`src/rtl/riscv_pkg.sv`:
```
// Shared RISC-V core types: widths, fetch FSM states and the fetch queue entry.
package riscv_pkg;

  localparam int unsigned XLEN = 64;
  localparam int unsigned ILEN = 32;

  typedef enum logic [1:0] {
    REQ  = 2'd0,
    WAIT = 2'd1,
    DROP = 2'd2
  } fetch_state_e;

  typedef struct packed {
    logic [XLEN-1:0] pc;
    logic [ILEN-1:0] instr;
  } fetch_entry_t;

endpackage

```
`src/rtl/fetch_queue.sv`:
```
// Small synchronous FIFO of fetched {pc, instr} entries. Flush beats push and pop.
module fetch_queue
  import riscv_pkg::*;
#(
  parameter int unsigned DEPTH = 2
) (
  input  logic                     clk,
  input  logic                     reset,
  input  logic                     i_push,
  input  fetch_entry_t             i_push_data,
  input  logic                     i_pop,
  input  logic                     i_flush,
  output logic [$clog2(DEPTH):0]   o_count,
  output fetch_entry_t             o_head
);

  localparam int unsigned PW = $clog2(DEPTH);
  localparam int unsigned CW = PW + 1;

  fetch_entry_t  r_mem [DEPTH];
  logic [PW-1:0] r_rd_ptr;
  logic [PW-1:0] r_wr_ptr;
  logic [CW-1:0] r_count;

  logic w_do_pop;
  logic w_do_push;

  assign w_do_pop  = i_pop && (r_count != '0) && !i_flush;
  // A full queue still accepts a push when the head leaves in the same cycle.
  assign w_do_push = i_push && ((r_count != CW'(DEPTH)) || w_do_pop) && !i_flush;

  assign o_count = r_count;
  assign o_head  = r_mem[r_rd_ptr];

  // Pointer and occupancy bookkeeping; DEPTH is a power of two so pointers wrap naturally.
  always_ff @(posedge clk) begin
    if (reset || i_flush) begin
      r_rd_ptr <= '0;
      r_wr_ptr <= '0;
      r_count  <= '0;
    end else begin
      if (w_do_push) r_wr_ptr <= r_wr_ptr + 1'b1;
      if (w_do_pop)  r_rd_ptr <= r_rd_ptr + 1'b1;
      if (w_do_push && !w_do_pop) begin
        r_count <= r_count + 1'b1;
      end else if (!w_do_push && w_do_pop) begin
        r_count <= r_count - 1'b1;
      end
    end
  end

  // Entry storage; contents of empty slots are don't-care so no reset is needed.
  always_ff @(posedge clk) begin
    if (w_do_push) r_mem[r_wr_ptr] <= i_push_data;
  end

endmodule

```
`src/rtl/fetch_unit.sv`:
```
// Instruction fetch stage: one outstanding 32-bit read, results queued for the decoder,
// redirect flushes the queue and restarts fetch. XLEN must match riscv_pkg::XLEN.
module fetch_unit #(
  parameter int unsigned    XLEN     = 64,
  parameter logic [XLEN-1:0] RESET_PC = '0,
  parameter int unsigned    QDEPTH   = 2
) (
  input  logic            clk,
  input  logic            reset,
  input  logic            redirect_valid,
  input  logic [XLEN-1:0] redirect_pc,
  output logic            mem_req_valid,
  output logic [XLEN-1:0] mem_req_addr,
  input  logic            mem_req_ready,
  input  logic            mem_resp_valid,
  input  logic [31:0]     mem_resp_data,
  output logic            dec_valid,
  output logic [31:0]     dec_instr,
  output logic [XLEN-1:0] dec_pc,
  input  logic            dec_ready
);

  import riscv_pkg::*;

  localparam int unsigned CW = $clog2(QDEPTH) + 1;

  fetch_state_e    r_state;
  fetch_state_e    w_state_next;
  logic [XLEN-1:0] r_pc;
  logic [XLEN-1:0] r_req_pc;

  logic [CW-1:0]   w_count;
  fetch_entry_t    w_head;
  fetch_entry_t    w_push_entry;
  logic            w_outstanding;
  logic            w_room;
  logic            w_req_fire;
  logic            w_push;
  logic            w_pop;

  // A slot is reserved for the in-flight response so a push never finds the queue full.
  assign w_outstanding = (r_state == WAIT);
  assign w_room        = (32'(w_count) + 32'(w_outstanding)) < QDEPTH;

  assign w_req_fire = mem_req_valid && mem_req_ready;
  assign w_push     = !reset && (r_state == WAIT) && mem_resp_valid && !redirect_valid;
  assign w_pop      = dec_valid && dec_ready && !redirect_valid;

  assign w_push_entry.pc    = r_req_pc;
  assign w_push_entry.instr = mem_resp_data;

  fetch_queue #(
    .DEPTH (QDEPTH)
  ) u_queue (
    .clk         (clk),
    .reset       (reset),
    .i_push      (w_push),
    .i_push_data (w_push_entry),
    .i_pop       (w_pop),
    .i_flush     (redirect_valid),
    .o_count     (w_count),
    .o_head      (w_head)
  );

  // FSM state register.
  always_ff @(posedge clk) begin
    if (reset) begin
      r_state <= REQ;
    end else begin
      r_state <= w_state_next;
    end
  end

  // FSM next state. A response landing in WAIT always closes the read, even under a
  // redirect (the data is discarded by the push gating); otherwise a redirect turns the
  // pending read into one that must be drained.
  always_comb begin
    w_state_next = r_state;
    case (r_state)
      REQ:     if (w_req_fire) w_state_next = WAIT;
      WAIT: begin
        if (mem_resp_valid) begin
          w_state_next = REQ;
        end else if (redirect_valid) begin
          w_state_next = DROP;
        end
      end
      DROP:    if (mem_resp_valid) w_state_next = REQ;
      default: w_state_next = REQ;
    endcase
  end

  // FSM outputs; everything is held at zero while reset is asserted.
  always_comb begin
    mem_req_valid = 1'b0;
    mem_req_addr  = '0;
    dec_valid     = 1'b0;
    dec_instr     = '0;
    dec_pc        = '0;
    if (!reset) begin
      mem_req_valid = (r_state == REQ) && w_room && !redirect_valid;
      mem_req_addr  = r_pc;
      dec_valid     = (w_count != '0);
      dec_instr     = w_head.instr;
      dec_pc        = w_head.pc;
    end
  end

  // Fetch PC and the PC of the read currently in flight.
  always_ff @(posedge clk) begin
    if (reset) begin
      r_pc     <= RESET_PC;
      r_req_pc <= '0;
    end else begin
      if (redirect_valid) begin
        r_pc <= redirect_pc;
      end else if (w_req_fire) begin
        r_pc <= r_pc + XLEN'(4);
      end
      if (w_req_fire) r_req_pc <= r_pc;
    end
  end

`ifndef SYNTHESIS
  // Stray responses are tolerated in hardware but flagged in simulation.
  a_resp_without_req: assert property (@(posedge clk) disable iff (reset)
    !(mem_resp_valid && (r_state == REQ)))
    else $warning("fetch_unit: response with no read in flight was ignored");

  a_redirect_aligned: assert property (@(posedge clk) disable iff (reset)
    !(redirect_valid && (redirect_pc[1:0] != 2'b00)))
    else $warning("fetch_unit: misaligned redirect_pc taken");
`endif

endmodule
```
`config.mk`:
```
export PLATFORM = sky130hd
export DESIGN_NAME = fetch_unit
export DESIGN_NICKNAME = d
export VERILOG_FILES = /design/src/rtl/riscv_pkg.sv /design/src/rtl/fetch_queue.sv /design/src/rtl/fetch_unit.sv
export SDC_FILE = /design/constraint.sdc
export NUM_CORES = 1
export LEC_CHECK = 0
export BUFFER_PORTS_ARGS = -buffer_cell sky130_fd_sc_hd__clkbuf_2
export CAP_MARGIN = 20
export CORE_MARGIN = 10
export CORE_UTILIZATION = 46
export CTS_CLUSTER_SIZE = 8
export DETAILED_ROUTE_END_ITERATION = 10
export GPL_ROUTABILITY_DRIVEN = 0
export PLACE_DENSITY = 0.78
export SLEW_MARGIN = 20
export SYNTH_ARGS = -nofsm -noshare
export SYNTH_HDL_FRONTEND = slang
export SYNTH_SLANG_ARGS = --single-unit
```
`constraint.sdc`:
```
create_clock -name clk -period 8.7 [get_ports clk]
set_clock_uncertainty 0.1 [all_clocks]
set_input_delay 0.435 -clock clk [delete_from_list [all_inputs] [get_ports clk]]
set_output_delay 0.435 -clock clk [all_outputs]
set_load 0.01 [all_outputs]
```
==> impl_metrics.yaml, run 1 <==
detailed_routing:
  wirelength_mm: 39.69
  routedWlPerCell_um: 19.92
  drtAntennaViolNets: 0
  first_iter_violations: 1057
  via_per_inst: 5.562
  remaining_drc_errors: 0
  vias: 11090
  dr.pass1.iters: 5
outcome:
  outcome: "finished clean"
yosys:
  synth-main-ff-cell: "edfxtp_1"
  async_flop_share_pct: 0
  synth_compound_area_share_pct: 8.091
  synth_nets: 1410
  synth.mux.area_fraction_pct: 7.857
  synth-seq-cells: 327
  synthMostInstantiatedCell: "edfxtp_1"
  synth_edf_count: 192
  synth_area_leaders: "edfxtp_1, dfxtp_1, mux2i_1"
  synthCells: 1306
  ys_top_cells_by_count: "edfxtp_1, nand2_1, nor2_1, dfxtp_1, mux2i_1"
  synth_simple_gate_area_share_pct: 18.44
  synth_top_family_by_area: "simple AND/OR/NAND/NOR gates"
  ys_seq_area_share_pct: 60.78
  synth_fa_ha_area_share_pct: 0.1796
  syn_area_per_cell_sq_um: 10.67
  synth_top_area_share_pct: 41.38
  ys_warn_count: 0
  synth_cell_types: 54
  syn-cell-area_sq_um: 13930
  synthXorXnorAreaFrac_pct: 1.949
  yosysTopAreaCell: "edfxtp_1"
placement:
  io_buffers: 263
  place_inst: 1880
  place_area_sq_um: 15500
  dp_hpwl_mm: 26.69
floorplan:
  num_io_pins: 264
  rows: 63
  die_width_um: 194.0
  start_util_pct: 46.76
  core_sq_um: 29800
  die_h_um: 194.0
  dieArea_sq_um: 37650
final_layout:
  areaGrowthSynthToFinish_pct: 22.71
  final_cell_area_sq_um: 17100
  final_nets: 1668
  drive_above_1_share_pct: 21.36
  fill_cells: 2554
  stdcell_count: 1993
power_and_ir_drop:
  power.total_mw: 3.520
  power_density_nw_per_um2: 205.9
  p_leak_nw: 6.201
  ir_worst_vdd_v: 0.0001216
setup_path:
  required_ps: 9060
  path_class: "flip-flop to flip-flop"
  crit_path_cell_trace: "or4b_1 > or2_4 > buf_4 > nor3_2 > and3_1 > mux2_2 > a21oi_1"
  critPathMaxFanout: 76
  critPathArrivalTime_ps: 3840
  cp-end-kind: "flip-flop"
  critical_path.max_stage_delay_ps: 830
  startpoint_type: "flip-flop"
  crit_family: "simple AND/OR/NAND/NOR gates"
  rrSetupSlack_ps: 5220
  worst-path-buf-inv: 1
  slowest_stage: "or4b_1"
cts:
  htree_levels: 2
  post_cts_buffers: 0
  cts-root-buf: "clkbuf_16"
  worstSkewPairLatency_ps: 530
  cts_sinks: 327
  numCtsBuffers: 46
  clk_pin_slew_ps: 50
  clockBufferDepth: 3
  holdBufCountCts: 24
  ctsResizeCount: 0
  cts_tree: "yes"
timing:
  finalSetupViolCount: 0
  period_share_pct: 39.98
  period_minus_slack_ps: 3478
  setup_tns_ps: 0
  slew_violations: 0
  fmax_mhz: 287.5
  rsz0062_at_grt: "false"
  hold_viol: 0
  relSlewSlack_pct: 32.75
  tightest_slew_ps: 1005
  hold_ws_ps: 24.39
grt:
  grt_pass1_wl_mm: 61.89
  grt_pass1_vias: 10950
  grtUsageTotal_pct: 20.05
  grt_max_degree: 128
  overflow: 0
  antenna_found_initial: 4
run:
  maxCapViolations: 0
worst_hold_path:
  hold_class: "input pin to flip-flop"
[metal layers]
layer	vias up	wire (um)	global-route usage [%]
li1	5190	-	-
met1	5314	16500	25.14
met2	478	18580	32.24
met3	99	3319	5.394
met4	4	1275	7.978
met5	-	27	0
[cell families (layout without fill, tap and decap cells)]
group,count (synthesis),count (layout)
and+or+nand+nor,545,545
DFF,327,327
AOI/OAI and AO/OA,194,194
muxes,109,109
buffers and inverters,98,393
xor gates and xnor gates,31,31
adders and majority gates,2,2
other,0,2
[stage by stage]
step | setup WS, ps | utilization (%)
floorplan | 2196 | -
CTS | 4908 | 57.26
global placement | 4444 | 52.02
finish | 5222 | 57.38
global route | 5051 | 57.38
detailed placement | 4353 | 52.02
[worst reg2reg max path, delay by kind of cell (launching register included)]
| kind | cells | cell delay (ps) |
|---|---|---|
| flops | 1 | 340 |
| simple gates | 4 | 2050 |
| compound gates | 1 | 130 |
| buf+inv | 1 | 450 |
| mux | 1 | 330 |
[sequential cells by signal, indices dropped and copies added, names as in the netlist, named ones only]
register          count
u_queue.r_mem       192
r_pc                 64
r_state               2
r_req_pc             64
u_queue.r_wr_ptr      1
u_queue.r_rd_ptr      1
u_queue.o_count       2
[worst paths after layout]
| check | startpoint | to | cells past startpoint |
|---|---|---|---|
| worst min-delay path | mem_resp_data[13] | u_queue.r_mem[1][13]$_DFFE_PP_ | 1 |
| worst max-delay path | r_state[0]$_SDFFE_PP0P_ | r_pc[20]$_SDFFE_PP0P_ | 7 |
| worst min register to register | r_req_pc[32]$_SDFFE_PP0P_ | u_queue.r_mem[0][64]$_DFFE_PP_ | 0 |
| worst max register to register | r_state[0]$_SDFFE_PP0P_ | r_pc[20]$_SDFFE_PP0P_ | 7 |
[final cells by class]
| type | instances | area, sq um | area share [%] |
|---|---|---|---|
| Timing Repair Buffer | 300 | 1679 | 9.821 |
| Multi-Input combinational cell | 881 | 5100 | 29.83 |
| Tap cell | 390 | 488.0 | 2.854 |
| Clock inverter | 1 | 8.758 | 0.05123 |
| Inverter | 8 | 30.03 | 0.1756 |
| Clock buffer | 84 | 1315 | 7.691 |
| Antenna cell | 2 | 5.005 | 0.02927 |
| Sequential cell | 327 | 8472 | 49.55 |
[cells in the final DEF, fill, tap and decap left out, drive strengths merged, types with 6 or more instances in the layout]
| cell | count |
|---|---|
| a32oi | 6 |
| xor2 | 11 |
| nor2 | 172 |
| and3 | 13 |
| inv | 9 |
| a21oi | 100 |
| clkbuf | 346 |
| nor2b | 58 |
| nand4 | 31 |
| xnor2 | 20 |
| nand2 | 173 |
| a22oi | 15 |
| edfxtp | 192 |
| dfxtp | 135 |
| dlygate4sd3 | 25 |
| o21ai | 29 |
| nor4 | 15 |
| mux2i | 106 |
| a31oi | 12 |
| o22ai | 11 |
| nand3 | 33 |
| nor3 | 22 |
| buf | 13 |
[power breakdown]
| group | switching [mW] | total, mW | internal, mW |
|---|---|---|---|
| clock | 0.618 | 1.62 | 1.01 |
| sequential | 0.0429 | 1.70 | 1.66 |
| combinational | 0.118 | 0.196 | 0.0788 |
No activity file was read; power rests on OpenSTA's default activity.
==> run 2: changes to the inputs <==
clock period = 3.4 ns   (was 8.7 ns; I/O delays follow)
==> run 2 against run 1 <==
- via count grew 4.0%
- hold slack gained 160 ps
- register-to-register slack lost 4600 ps
- critical path depth shrank 1
- sequential cell count is the same
- non-clock buffer count grew 89
- worst setup slack lost 4600 ps
- core utilization grew 3.1 points
- count of clock-buffer cells in the layout is the same
- cell count grew 4.6%
- global-route usage grew 1.0 points
- power grew to 2.6 times the previous value
- largest power group unchanged
==> impl_metrics.yaml, run 2 (same netlist as run 1, synthesis figures left out) <==
floorplan:
  num_io_pins: 264
  dieArea_sq_um: 37650
  die_width_um: 194.0
  core_sq_um: 29800
  start_util_pct: 46.76
  die_h_um: 194.0
  rows: 63
cts:
  worstSkewPairLatency_ps: 540
  cts_tree: "yes"
  ctsResizeCount: 0
  clk_pin_slew_ps: 50
  cts_sinks: 327
  cts-root-buf: "clkbuf_16"
  htree_levels: 2
  clockBufferDepth: 3
  numCtsBuffers: 46
detailed_routing:
  wirelength_mm: 41.43
  first_iter_violations: 1037
  drtAntennaViolNets: 0
  via_per_inst: 5.534
  routedWlPerCell_um: 19.88
  vias: 11530
  remaining_drc_errors: 0
  dr.pass1.iters: 8
timing:
  hold_viol: 0
  rsz0062_at_grt: "false"
  period_minus_slack_ps: 2743
  period_share_pct: 80.67
  setup_tns_ps: 0
  fmax_mhz: 364.6
  slew_violations: 0
  finalSetupViolCount: 0
  tightest_slew_ps: 922.5
  relSlewSlack_pct: 38.27
setup_path:
  required_ps: 3680
  critPathArrivalTime_ps: 3030
  path_class: "flip-flop to flip-flop"
  critPathMaxFanout: 7
  startpoint_type: "flip-flop"
  cp-end-kind: "flip-flop"
power_and_ir_drop:
  swShare_pct: 22.40
  p_clk_share_pct: 46.0
  ir_worst_vdd_v: 0.0003477
  p_leak_nw: 6.610
  p_switching_mw: 2.048
  seq_power_share_pct: 47.6
  internal-power_mw: 7.095
  p_comb_share_pct: 6.5
  power_density_nw_per_um2: 507.3
worst_hold_path:
  hold_class: "input pin to flip-flop"
grt:
  grt_pass1_vias: 11370
  grtUsageTotal_pct: 21.06
  antenna_found_initial: 3
  grt_max_degree: 88
  grt_pass1_wl_mm: 65.13
  overflow: 0
final_layout:
  final_nets: 1757
  drive_above_1_share_pct: 21.17
  final_cell_area_sq_um: 18020
  regMostFlops: "u_queue.r_mem"
  areaGrowthSynthToFinish_pct: 29.35
  reg.largest.list: "u_queue.r_mem: 192 flops, r_pc: 64 flops, r_req_pc: 64 flops"
  final_cell_mix: "clkbuf_2, edfxtp_1, nand2_1"
  largest_reg_flops: 192
  final_common_cell: "clkbuf_2"
placement:
  io_buffers: 263
  dp_hpwl_mm: 27.75
  place_area_sq_um: 15680
run:
  maxCapViolations: 0
outcome:
  outcome: "finished clean"
## run 2: changes by cell type in the layout (fill, tap and decap cells not counted)
| cell | delta |
|---|---|
| dlygate4sd3_1 | +74 |
| buf_4 | +11 |
| buf_12 | +4 |
| diode_2 | +1 |
| inv_16 | +1 |
## run 2: critical path, cell delays in order (launching register included)
cell,delay [ps]
dfxtp_1,500
nand4_1,280
nor4_1,720
nand4_1,400
nor4_1,350
xnor2_1,160
o22ai_1,90
## run 2: layout make-up
cell class                 count  area (sq um)
tap                          390         488.0
sequential                   327          8472
clock buffer                  84          1315
multi-input combinational    881          5100
timing repair buffer         389          2582
antenna                        3         7.507
fill                        2378         11770
clock inverter                 2         28.78
inverter                       8         30.03
## run 2: what timing repair did
| item | in CTS | in global routing |
|---|---|---|
| buffers inserted | 0 | 0 |
| hold buffers | 99 | 0 |
| hold endpoints to repair | 138 | 0 |
## run 2: through the flow
stage / std cells / utilization [%] / setup slack (ps) / power [mW] / hold WS [ps]
2_1_floorplan: 1306 / - / 30.56 / 4.662 / 146.8
3_3_place_gp: 1896 / 52.63 / 721.0 / 4.892 / 259.5
3_5_place_dp: 1896 / 52.63 / 745.5 / 4.908 / 263.8
4_1_cts: 2081 / 60.46 / 736.2 / 9.198 / 168.6
5_1_grt: 2084 / 60.49 / 537.9 / 9.437 / 194.5
6_report: 2084 / 60.49 / 657.3 / 9.143 / 184.3
## run 2: power by group through the flow
stage,Combinational (mW),Sequential [mW],Clock [mW]
floorplan,0.290,4.37,0
finish,0.591,4.35,4.20
detailed placement,0.488,4.42,0
CTS,0.588,4.34,4.27
global route,0.640,4.35,4.44
global placement,0.476,4.42,0
## run 2: worst paths after layout
kind                                  start                         endpoint  slack (ps)  cells after the start
hold / removal               redirect_valid  u_queue.o_count[1]$_SDFFE_PP0P_         180                      3
setup reg to reg      r_pc[41]$_SDFFE_PP0P_            r_pc[61]$_SDFFE_PP0P_         660                      6
hold reg to reg   r_req_pc[31]$_SDFFE_PP0P_   u_queue.r_mem[0][63]$_DFFE_PP_         350                      0
setup / recovery      r_pc[41]$_SDFFE_PP0P_            r_pc[61]$_SDFFE_PP0P_         660                      6
## run 2: layer usage
| metal | global-route usage (%) | vias to the layer above | part of all wire, % |
|---|---|---|---|
| li1 | - | 5370 | - |
| met1 | 27.23 | 5518 | 42 |
| met2 | 34.20 | 553 | 47 |
| met3 | 4.703 | 91 | 7.7 |
| met4 | 6.985 | 0 | 3.2 |
| met5 | 0 | - | 0 |
==> run 3: changes to the inputs <==
clock period = 2.8 ns   (was 3.4 ns; I/O delays follow)
==> run 3 against run 2 <==
- non-clock buffer count up 7
- worst setup slack got worse by 470 ps
- global-route usage down 0.34 points
- clock power increased by 20%
- critical path depth is 1 higher
- core utilization is 0.41 points higher
- count of clock-buffer cells in the layout down 2
- critical endpoint is now r_pc[38]$_SDFFE_PP0P_
- largest power group unchanged
==> impl_metrics.yaml, run 3 (same netlist as run 1, synthesis figures left out) <==
final_layout:
  regMostFlops: "u_queue.r_mem"
  reg.largest.list: "u_queue.r_mem: 192 flops, r_pc: 64 flops, r_req_pc: 64 flops"
  final_common_cell: "clkbuf_2"
  fill_cells: 2388
  final_nets: 1764
  areaGrowthSynthToFinish_pct: 30.24
  drive_above_1_share_pct: 21.77
  final_cell_mix: "clkbuf_2, edfxtp_1, nand2_1"
  largest_reg_flops: 192
detailed_routing:
  remaining_drc_errors: 0
  via_per_inst: 5.421
  routedWlPerCell_um: 19.56
  dr.pass1.iters: 5
  vias: 11310
  drtAntennaViolNets: 0
  wirelength_mm: 40.82
  first_iter_violations: 907
floorplan:
  dieArea_sq_um: 37650
  rows: 63
  num_io_pins: 264
  die_width_um: 194.0
  die_h_um: 194.0
  core_sq_um: 29800
  start_util_pct: 46.76
cts:
  post_cts_buffers: 0
  clockBufferDepth: 3
  cts_tree: "yes"
  numCtsBuffers: 46
  clk_pin_slew_ps: 50
  htree_levels: 2
  cts-root-buf: "clkbuf_16"
  cts_sinks: 327
  worstSkewPairLatency_ps: 530
grt:
  grtUsageTotal_pct: 20.71
  grt_pass1_wl_mm: 64.10
  grt_pass1_vias: 11420
  antenna_found_initial: 2
  overflow: 0
  grt_max_degree: 175
setup_path:
  startpoint_type: "flip-flop"
  regToRegEndpoint: "r_pc[38]$_SDFFE_PP0P_"
  rrSetupSlack_ps: 190
  timing.rr.start: "r_pc[2]$_SDFFE_PP0P_"
  required_ps: 3070
  critPathMaxFanout: 8
  path_class: "flip-flop to flip-flop"
  critPathArrivalTime_ps: 2890
  ff2ff_path_depth: 7
  cp-end-kind: "flip-flop"
timing:
  fmax_mhz: 382.5
  slew_violations: 0
  relSlewSlack_pct: 37.63
  setup_tns_ps: 0
  finalSetupViolCount: 0
  hold_viol: 0
  period_minus_slack_ps: 2614
  rsz0062_at_grt: "false"
  period_share_pct: 93.37
  setup_ws_ps: 185.6
  tightest_slew_ps: 935.5
power_and_ir_drop:
  p_leak_nw: 6.655
  power_density_nw_per_um2: 608.1
  ir_worst_vdd_v: 0.0004015
  power.total_mw: 11.04
worst_hold_path:
  hold_class: "input pin to flip-flop"
  hold_path_depth: 3
  min_from: "redirect_valid"
  hold_end: "u_queue.o_count[1]$_SDFFE_PP0P_"
placement:
  dp_hpwl_mm: 27.79
  io_buffers: 263
  dpl_worst_slack_ps: 152.0
outcome:
  outcome: "finished clean"
run:
  maxCapViolations: 0
[run 3: cell types whose count changed in the layout (fill, tap and decap cells not counted), sizes merged]
cell and change:
diode -1, clkbuf -2, inv -1, buf +7
[run 3: layout make-up]
cell class,count,area (sq um),share of cell area (%)
antenna,2,5.005,0.02758
clock buffer,82,1308,7.205
clock inverter,1,8.758,0.04827
inverter,8,30.03,0.1655
multi-input combinational,881,5137,28.31
sequential,327,8472,46.69
tap,390,488.0,2.689
timing repair buffer,396,2698,14.87
[run 3: per-stage QoR]
stage / cells / instance area [sq um] / hold slack [ps] / utilization, %
floorplan: 1306 / 13980 / 116.8 / -
global placement: 1903 / 15810 / 229.9 / 53.07
detailed placement: 1903 / 15810 / 235.2 / 53.07
CTS: 2085 / 18120 / 15.09 / 60.82
global route: 2087 / 18150 / 46.76 / 60.90
finish: 2087 / 18150 / 37.49 / 60.90
[run 3: layer usage]
layer / track usage, % / up-vias / wire, um
li1: - / 5366 / -
met1: 26.95 / 5382 / 17490
met2: 33.36 / 478 / 19270
met3: 3.994 / 87 / 2746
met4: 8.149 / 0 / 1310
met5: 0 / - / 0
[run 3: worst max path at each step]
stage,slack (ps),to,from,cells past startpoint
finish,190,r_pc[38]$_SDFFE_PP0P_,r_pc[2]$_SDFFE_PP0P_,7
global route,2,r_pc[38]$_SDFFE_PP0P_,r_pc[3]$_SDFFE_PP0P_,7
CTS,140,r_pc[39]$_SDFFE_PP0P_,r_pc[22]$_SDFFE_PP0P_,6
detailed placement,150,r_pc[14]$_SDFFE_PP0P_,r_state[0]$_SDFFE_PP0P_,7
global placement,220,r_pc[14]$_SDFFE_PP0P_,r_state[0]$_SDFFE_PP0P_,7
floorplan,-280,u_queue.r_mem[0][0]$_DFFE_PP_,redirect_valid,5
[run 3: what timing repair did]
item / CTS / global route
endpoints found under the hold margin: 137 / 0
resized for setup: 0 / 4
hold buffers: 99 / 0
endpoints found under the setup margin: 0 / 11
[run 3: where the power goes]
group	internal [mW]	switching [mW]
registers	5.15	0.118
clock network	3.12	1.92
logic	0.329	0.408
total	8.59	2.44
[run 3: worst max-delay path, cell delays in order, from the launching register on]
cell and delay, ps:
dfxtp_1 440, ha_1 300, nand3_4 150, or4_4 610, nor4_4 470, a31oi_1 150
o21ai_0 170, a31oi_1 90
